### config.mk
export PLATFORM = sky130hd
export DESIGN_NAME = clock_set_ctrl
export DESIGN_NICKNAME = d
export VERILOG_FILES = /design/src/rtl/clock_set_ctrl.sv
export SDC_FILE = /design/constraint.sdc
export NUM_CORES = 1
export LEC_CHECK = 0
export CORE_MARGIN = 5
export CORE_UTILIZATION = 34
export CTS_CLUSTER_SIZE = 10
export DETAILED_ROUTE_END_ITERATION = 8
export HOLD_SLACK_MARGIN = 0.12
export PLACE_DENSITY = 0.57
export SYNTH_ARGS = -nofsm -noshare
export SYNTH_HDL_FRONTEND = slang
export SYNTH_SLANG_ARGS = --single-unit
### constraint.sdc
create_clock -name clk -period 5.48 [get_ports clk]
set_input_delay 0.822 -clock clk [delete_from_list [all_inputs] [get_ports clk]]
set_output_delay 0.822 -clock clk [all_outputs]
set_load 0.005 [all_outputs]
### src/rtl/clock_set_ctrl.sv
// clock_set_ctrl: button debounce, 1 Hz timebase with fast-forward/pause, RUN/SET_HR/SET_MIN edit FSM; define CLK_CTRL_AUTOREPEAT_EN for held-increment auto-repeat
module clock_set_ctrl #(
  parameter int CLK_HZ        = 50_000_000,
  parameter int DEB_CYCLES    = 1_000_000,
  parameter int FF_DIV        = 50,
  parameter int BLINK_HALF    = 12_500_000,
  parameter int REPEAT_CYCLES = 25_000_000
) (
  input  logic       clk,
  input  logic       rst_n,
  input  logic [3:0] pb,
  output logic       tick_sec,
  output logic       inc_hr,
  output logic       inc_min,
  output logic       sec_clr,
  output logic [1:0] mode,
  output logic       blank_hr,
  output logic       blank_min,
  output logic       paused,
  output logic       ff_active
);
  localparam int DW = $clog2(DEB_CYCLES + 1);
  localparam int CW = $clog2(CLK_HZ + FF_DIV);
  localparam int BW = $clog2(BLINK_HALF + 1);
  localparam logic [CW:0] HZ = (CW + 1)'(CLK_HZ);
  if (DEB_CYCLES < 1 || BLINK_HALF < 1 || REPEAT_CYCLES < 4) begin : g_bad_cfg
    $error("clock_set_ctrl: invalid parameters");
  end
  typedef enum logic [1:0] {RUN = 2'b00, SET_HR = 2'b01, SET_MIN = 2'b10} state_t;
  state_t state, state_nx;
  logic [3:0] s1, s2, deb;
  logic [2:0] key_q;
  logic [DW-1:0] dcnt [4];
  logic p_mode, p_inc, p_pause, is_hr, is_min, is_run, wrap, inc_req, phase;
  logic [CW-1:0] cnt;
  logic [CW:0] sum;
  logic [BW-1:0] bcnt;
  always_comb begin
    is_hr = state == SET_HR;
    is_min = state == SET_MIN;
    is_run = !is_hr && !is_min;
    {p_pause, p_inc, p_mode} = {deb[3], deb[1], deb[0]} & ~key_q;
    ff_active = is_run && deb[2] && !paused;
    sum = {1'b0, cnt} + (ff_active ? (CW + 1)'(FF_DIV) : (CW + 1)'(1));
    wrap = sum >= HZ;
    state_nx = state;
    if (p_mode)
      case (state)
        SET_HR:  state_nx = SET_MIN;
        SET_MIN: state_nx = RUN;
        default: state_nx = SET_HR;
      endcase
  end
  always_ff @(posedge clk) begin
    if (!rst_n) begin
      s1 <= '0;
      s2 <= '0;
      deb <= '0;
      key_q <= '0;
      for (int i = 0; i < 4; i++) dcnt[i] <= '0;
    end else begin
      s1 <= pb;
      s2 <= s1;
      key_q <= {deb[3], deb[1], deb[0]};
      for (int i = 0; i < 4; i++)
        if (s2[i] == deb[i]) dcnt[i] <= '0;
        else if (dcnt[i] == DW'(DEB_CYCLES - 1)) begin
          dcnt[i] <= '0;
          deb[i] <= s2[i];
        end else dcnt[i] <= dcnt[i] + 1'b1;
    end
  end
  // remainder is carried across the wrap so fast-forward never drifts
  always_ff @(posedge clk) begin
    if (!rst_n) begin
      state <= RUN;
      cnt <= '0;
      bcnt <= '0;
      phase <= 1'b0;
      paused <= 1'b0;
      tick_sec <= 1'b0;
      inc_hr <= 1'b0;
      inc_min <= 1'b0;
      sec_clr <= 1'b0;
    end else begin
      state <= state_nx;
      tick_sec <= is_run && !paused && wrap;
      cnt <= !is_run ? '0 : paused ? cnt : wrap ? CW'(sum - HZ) : CW'(sum);
      paused <= paused ^ (p_pause && is_run);
      sec_clr <= p_mode && is_min;
      inc_hr <= inc_req && is_hr && !p_mode;
      inc_min <= inc_req && is_min && !p_mode;
      bcnt <= (p_mode || is_run || bcnt == BW'(BLINK_HALF - 1)) ? '0 : bcnt + 1'b1;
      phase <= (p_mode || is_run) ? 1'b0 : phase ^ (bcnt == BW'(BLINK_HALF - 1));
    end
  end
`ifdef CLK_CTRL_AUTOREPEAT_EN
  localparam int RW = $clog2(REPEAT_CYCLES + 1);
  logic [RW-1:0] rcnt;
  logic rlate, held, rep;
  // counting starts the cycle after the press pulse so the first repeat lands REPEAT_CYCLES after it
  assign held = deb[1] && key_q[1] && !is_run && !p_mode;
  assign rep = held && rcnt == (rlate ? RW'(REPEAT_CYCLES / 4 - 1) : RW'(REPEAT_CYCLES - 1));
  assign inc_req = p_inc || rep;
  always_ff @(posedge clk) begin
    if (!rst_n || !held) begin
      rcnt <= '0;
      rlate <= 1'b0;
    end else if (rep) begin
      rcnt <= '0;
      rlate <= 1'b1;
    end else rcnt <= rcnt + 1'b1;
  end
`else
  assign inc_req = p_inc;
`endif
  assign mode = state;
  assign blank_hr = is_hr && phase;
  assign blank_min = is_min && phase;
endmodule
Word-level counts from Yosys, hierarchy flattened

Memories as Yosys holds them, arrays and structs flattened.
Cells that the tools add are included.
Widths: inputs -> output; s select.

Add/sub/neg operators: 7
$lt $le $gt $ge: 1
Equality and inequality tests: 11
Muxes and demuxes: 60
Bitwise logic cells: 21
Reduce and logical (&&, ||, !) cells: 26

Operators with widths:

| operator               | count |
|---|---|
| $mux 20                | 12 |
| $add 20x1->20 const B  | 4 |
| $eq 20x20->1 const B   | 4 |
| $mux 1                 | 45 |
| $add 26x6->27          | 1 |
| $ge 27x26->1 const B   | 1 |
| $mux 26                | 1 |
| $sub 26x26->26 const B | 1 |
| $add 24x1->24 const B  | 1 |
| $eq 24x24->1 const B   | 1 |
| $logic_and 1x1->1      | 13 |
| $or 1x1->1             | 12 |
| $reduce_and 2->1       | 5 |
| $mux 6                 | 1 |
| $not 1->1              | 5 |
| $eq 1x1->1             | 4 |
| $logic_not 1->1        | 4 |
| $pmux 2 s2             | 1 |
| $reduce_or 2->1        | 2 |
| $and 3x3->3            | 1 |
| $not 3->3              | 1 |
| $eq 2x1->1 const B     | 1 |
| $eq 2x2->1 const B     | 1 |
| $logic_or 1x1->1       | 2 |
| $xor 1x1->1            | 2 |

Bits in registers: 73
Memory bits (writable): 80
Output and inout bits: 10
Logic and storage cells: 143
Memories kept: 1

Memory list:

| memory | words | bits a word | rd ports | clocked after Yosys merged registers in | write ports | RTL line | source |
|---|---|---|---|---|---|---|---|
| dcnt   | 4     | 20          | 4        | 0                                       | 4           | 33       | `logic [DW-1:0] dcnt [4];` |

Depth between registers and ports, before layout

Gate-level depths: netlist (run 1).

Depth after elaboration: 9
Depth in mapped cells: 19

Worst setup path before layout (run 1)

No wires, ideal clock.

Kind: reg2reg
Start: reg paused
End: reg cnt[14]
Data arrival time: 4.222 ns
Path slack: 1.138 ns
Stages on the path, launching flop included: 18
Path buffers: 3
Clock period less this slack: 4.342 ns
Cell sequence: dfxtp_1 > clkbuf_1 > clkinv_1 > clkbuf_1 > nand3_1 > ha_1 > inv_1 > fa_1 > nor2b_1 > buf_4 > a22oi_1 > a2111oi_0 > nand4b_1 > a2111oi_4 > nor2_2 > o41ai_1 > mux2_2 > a211o_1

Word-level cells in the longest chain between the ends: 6
Elaborated cells on any way between the ends: 7
Those cells by class: add/sub: 2; order compare: 1; mux: 2; reduce/logical: 2

Ends and longest elaborated chain:

| what                                                  | RTL line | source |
|---|---|---|
| start, declared                                       | 19       | `output logic paused,` |
| start signal, assigned                                | 89       | `paused <= paused ^ (p_pause && is_run);` |
| $logic_not 1->1                                       | 43       | `ff_active = is_run && deb[2] && !paused;` |
| $logic_and 1x1->1                                     | 43       |  |
| $mux 6                                                | 44       | `sum = {1'b0, cnt} + (ff_active ? (CW + 1)'(FF_DIV) : (CW + 1)'(1));` |
| $add 26x6->27                                         | 44       |  |
| $sub 26x26->26 / $ge 27x26->1 (equally long branches) | 88, 45   |  |
| $mux 26                                               | 88       | `cnt <= !is_run ? '0 : paused ? cnt : wrap ? CW'(sum - HZ) : CW'(sum);` |
| end signal, assigned                                  | 88       |  |
| end, declared                                         | 35       | `logic [CW-1:0] cnt;` |

Parallel ways exist; a longest one is shown, timed or not.
A chain may end at the register's enable or synchronous reset.

Worst setup path in the final report (run 1)

Start: reg state[0], in the netlist mode[0]
End: reg cnt[14]

Word-level cells in the longest chain between the ends: 9
Elaborated cells on any way between the ends: 13
Those cells by class: add/sub: 2; order compare: 1; eq/ne: 2; mux: 2; reduce/logical: 6

Ends and longest elaborated chain:

| what                                                  | RTL line | source |
|---|---|---|
| start, declared                                       | 30       | `state_t state, state_nx;` |
| start signal, assigned                                | 86       | `state <= state_nx;` |
| $eq 2x1->1 / $eq 2x2->1 (equally long branches)       | 39, 40   |  |
| $logic_not 1->1                                       | 41       | `is_run = !is_hr && !is_min;` |
| $logic_and 1x1->1 *                                   | 41       |  |
| $logic_and 1x1->1 (2 in a row)                        | 43       |  |
| $mux 6                                                | 44       |  |
| $add 26x6->27                                         | 44       |  |
| $sub 26x26->26 / $ge 27x26->1 (equally long branches) | 88, 45   |  |
| $mux 26                                               | 88       |  |

Mark *: on every way between the ends. The rest lies on a longest branch, timed or not.

==> results by group, run 1 <==
Synth
  • Yosys cell types: 80
  • Number of enable flip-flop cells after synthesis: 80
  • Yosys top cell area share: 27.5%
  • Mean area per synthesized cell: 9.18 um^2
  • Synth top cells by count: 158 x nor2_1, 83 x nand2_1, 80 x edfxtp_1, 73 x dfxtp_1, 68 x nand3_1
  • Cell taking the most area after synthesis: edfxtp_1
  • Syn. warnings: 0
  • Post-synthesis async set-or-reset flop share: 0%
  • Ys flop type: edfxtp_1
  • Gate Count Post-Synth: 953
  • Post-Syn Area: 8750 um^2
  • Sequential share of the synthesized area: between 40% and 50%
  • Top-count cell post-synth: nor2_1
  • FF+latch count, synth: 153
  • Main area contributors after synthesis: edfxtp_1 27%, dfxtp_1 17%, nor2_1 6.8%

Global routing
  • Initial antenna violation count: 0
  • Gr ovfl total: 0
  • GRT Total Usage: 12.5%
  • First-pass GRT wire length: 30300 um
  • Vias in the first global route: around 6400
  • Largest net degree at the start of global routing: 37

Floorplanning
  • I/O Pins: 16
  • Core footprint: approximately 25000 um^2
  • Total Die Area: between 20000 and 30000 um^2
  • Die width: ~170 um
  • Die Ht: roughly 170 um
  • Rows: between 50 and 60
  • Starting Density: between 30% and 40%

Power
  • PwrDens: approximately 260 nW/um^2
  • Static Leakage: between 3 and 4 nW
  • Overall Power: 0.00257 W
  • Peak supply drop: between 0.15 and 0.2 mV

Hold path
  • Hold crit path type: flop to flop

STA
  • Least-Margin Pin Slew: between 0.9 and 1 ns
  • Hold Vio Cnt, Final: 0
  • Final Setup Violations: 0
  • Post-Route Skew: about 0.013 ns
  • Worst slew margin: 36.0%
  • FMAX: approximately 0.21 GHz
  • Worst setup margin: 0.617 ns
  • Final Max Slew Viols: 0
  • Min Tclk post-route: 4.86 ns
  • Unrepaired setup endpoints after global routing: no
  • Crit share post-route: just under 90%
  • TNS Setup: 0 ns

Route
  • DRC Markers: 0
  • Routed length on met2: approximately 8200 um
  • Antenna-violating nets left: 0
  • WL final: 17900 um
  • Sum of routed wire segments on met1: between 8000 and 9000 um
  • Vias per Instance: 4.92
  • Metal3 WL: 672 um
  • Routed vias: ~6800
  • DR pass1 iterations: 4
  • Iteration-0 DRC Markers: between 500 and 600
  • Top Metal Used: met4
  • Drt wl/cell: around 13 um

Setup path
  • CP arrival: a little over 5 ns
  • CP Class: flop to flop
  • Worst setup EP type: flop
  • Crit-path max FO: 7
  • Critical-path cell list: inv_1 > ha_1 > nand3_1 > ha_1 > inv_1 > fa_1 > nor2b_1 > a22oi_1 > a2111oi_0 > nand4b_1 > a2111oi_4 > nor2_2 > o41ai_1 > mux2_2 > a211o_1
  • Crit-path max cell delay: roughly 0.56 ns
  • Required @ worst endpoint: 5.79 ns
  • Critical Path Slowest Stage Cell: a2111oi_4
  • Startpoint Class: flop

Clock network
  • CTS Buffer Depth: 2
  • TritonCTS clock tree: yes
  • Num CTS Buffers: 17
  • Root Driver: clkbuf_16
  • # H-tree levels: 4
  • Worst skew pair latency: 0.42 ns
  • Cts hold-fix bufs: 0
  • Post_cts resized: 0
  • Clock slew at reported path FFs: about 0.070 ns
  • Clock sink count: roughly 150
  • # Post-CTS Setup Buffers: 0

Cells and area
  • ANT cells: 0
  • Fin nets: 1055
  • Non-filler cells, final: around 1400
  • Synth-to-layout area growth: 15.3%
  • Share of post-route cells with drive strength above 1: under 10%

Job
  • Number of max-cap violations: 0

Placed design
  • Place WS: roughly 0.67 ns
  • Port Buffers: 15
  • Placer Congestion: about 0.86
  • DP Wirelength: 12600 um
  • Dpl cells: ~1300

Run status
  • Status: completed
-- layout make-up --
type,count,area [um^2]
Sequential cell,153,3860
Timing Repair Buffer,22,203
Multi-Input combinational cell,813,4890
Tap cell,330,413
Clock buffer,18,439
Fill cell,2554,15200
Clock inverter,14,175
Inverter,28,105
-- registers in the layout (all words and copies together), names as in the netlist, 2 cells and up --
register,count
deb,4
mode,2
s2,4
s1,4
bcnt,24
cnt,26
dcnt,80
key_q,3
-- critical path: cells and delay by family (launching register included) --
kind	cells	cell delay, ns
buf+inv	2	0.13
compound gates	5	1.80
simple gates	4	1.07
mux	1	0.37
fa+ha+maj	3	1.01
flops	1	0.38
-- power by group --
part | internal (W) | leakage [nW] | switching, W
combinational | 0.0000326 | 1.84 | 0.0000469
sequential | 0.00123 | 1.42 | 0.0000291
clock | 0.000704 | 0.302 | 0.000527
total | 0.00197 | 3.56 | 0.000603
-- metal layers --
| layer | up-vias | GRT usage (%) |
|---|---|---|
| met3 | 15 | 2.32 |
| li1 | 3487 | - |
| met1 | 3177 | 17.0 |
| met2 | 101 | 20.2 |
| met5 | - | 0 |
| met4 | 0 | 3.96 |
-- cell usage in the layout, fill, tap and decap left out, drive strengths merged, types with 6 or more instances in the layout --
master / count
a21oi: 20
dfxtp: 73
inv: 35
or3: 12
o211ai: 9
nor4b: 9
conb: 80
a31oi: 8
ha: 13
nand3: 71
clkbuf: 18
nand2: 83
and3: 24
nor4: 13
edfxtp: 80
o21ai: 25
nor2b: 11
xnor2: 45
mux2i: 17
nand4: 24
and2: 17
nor2: 159
and4: 8
clkdlybuf4s50: 15
nand2b: 8
buf: 7
a21o: 6
xor2: 61
nor3: 21
-- final timing paths --
kind / startpoint / to / slack, ns / cells past startpoint
worst min register to register: s1[1] / s2[1] / 0.43 / 1
worst min-delay path: s1[1] / s2[1] / 0.43 / 1
worst max register to register: mode[0] / cnt[14] / 0.62 / 15
worst max-delay path: mode[0] / cnt[14] / 0.62 / 15
-- cell families (layout without fill, tap and decap cells) --
kind of cell	Yosys count	count (layout)	synth area share (%)
AND/OR/NAND/NOR	481	481	27.9
flip-flops	153	153	44.2
AO/OA/AOI/OAI	114	114	9.70
XOR/XNOR	106	106	10.7
buffers and inverters	66	82	3.32
multiplexers	18	18	2.07
adder cells (fa/ha/maj)	14	14	2.09
other	1	80	0.0429
-- through the flow --
stage	cell area, um^2	utilization [%]	hold WS (ns)
global placement	9470	37.5	0.419
finish	10100	39.9	0.434
detailed placement	9470	37.5	0.420
CTS	10100	39.9	0.435
floorplan	9040	-	0.412
global route	10100	39.9	0.453
Note: power is estimated with default switching activity, not from simulation.
==> run 2, diff against run 1 <==
- SLEW_MARGIN: not set -> 20
==> results of run 2 <==
Same layout as run 1: the final DEF is identical, and so are final timing and power.
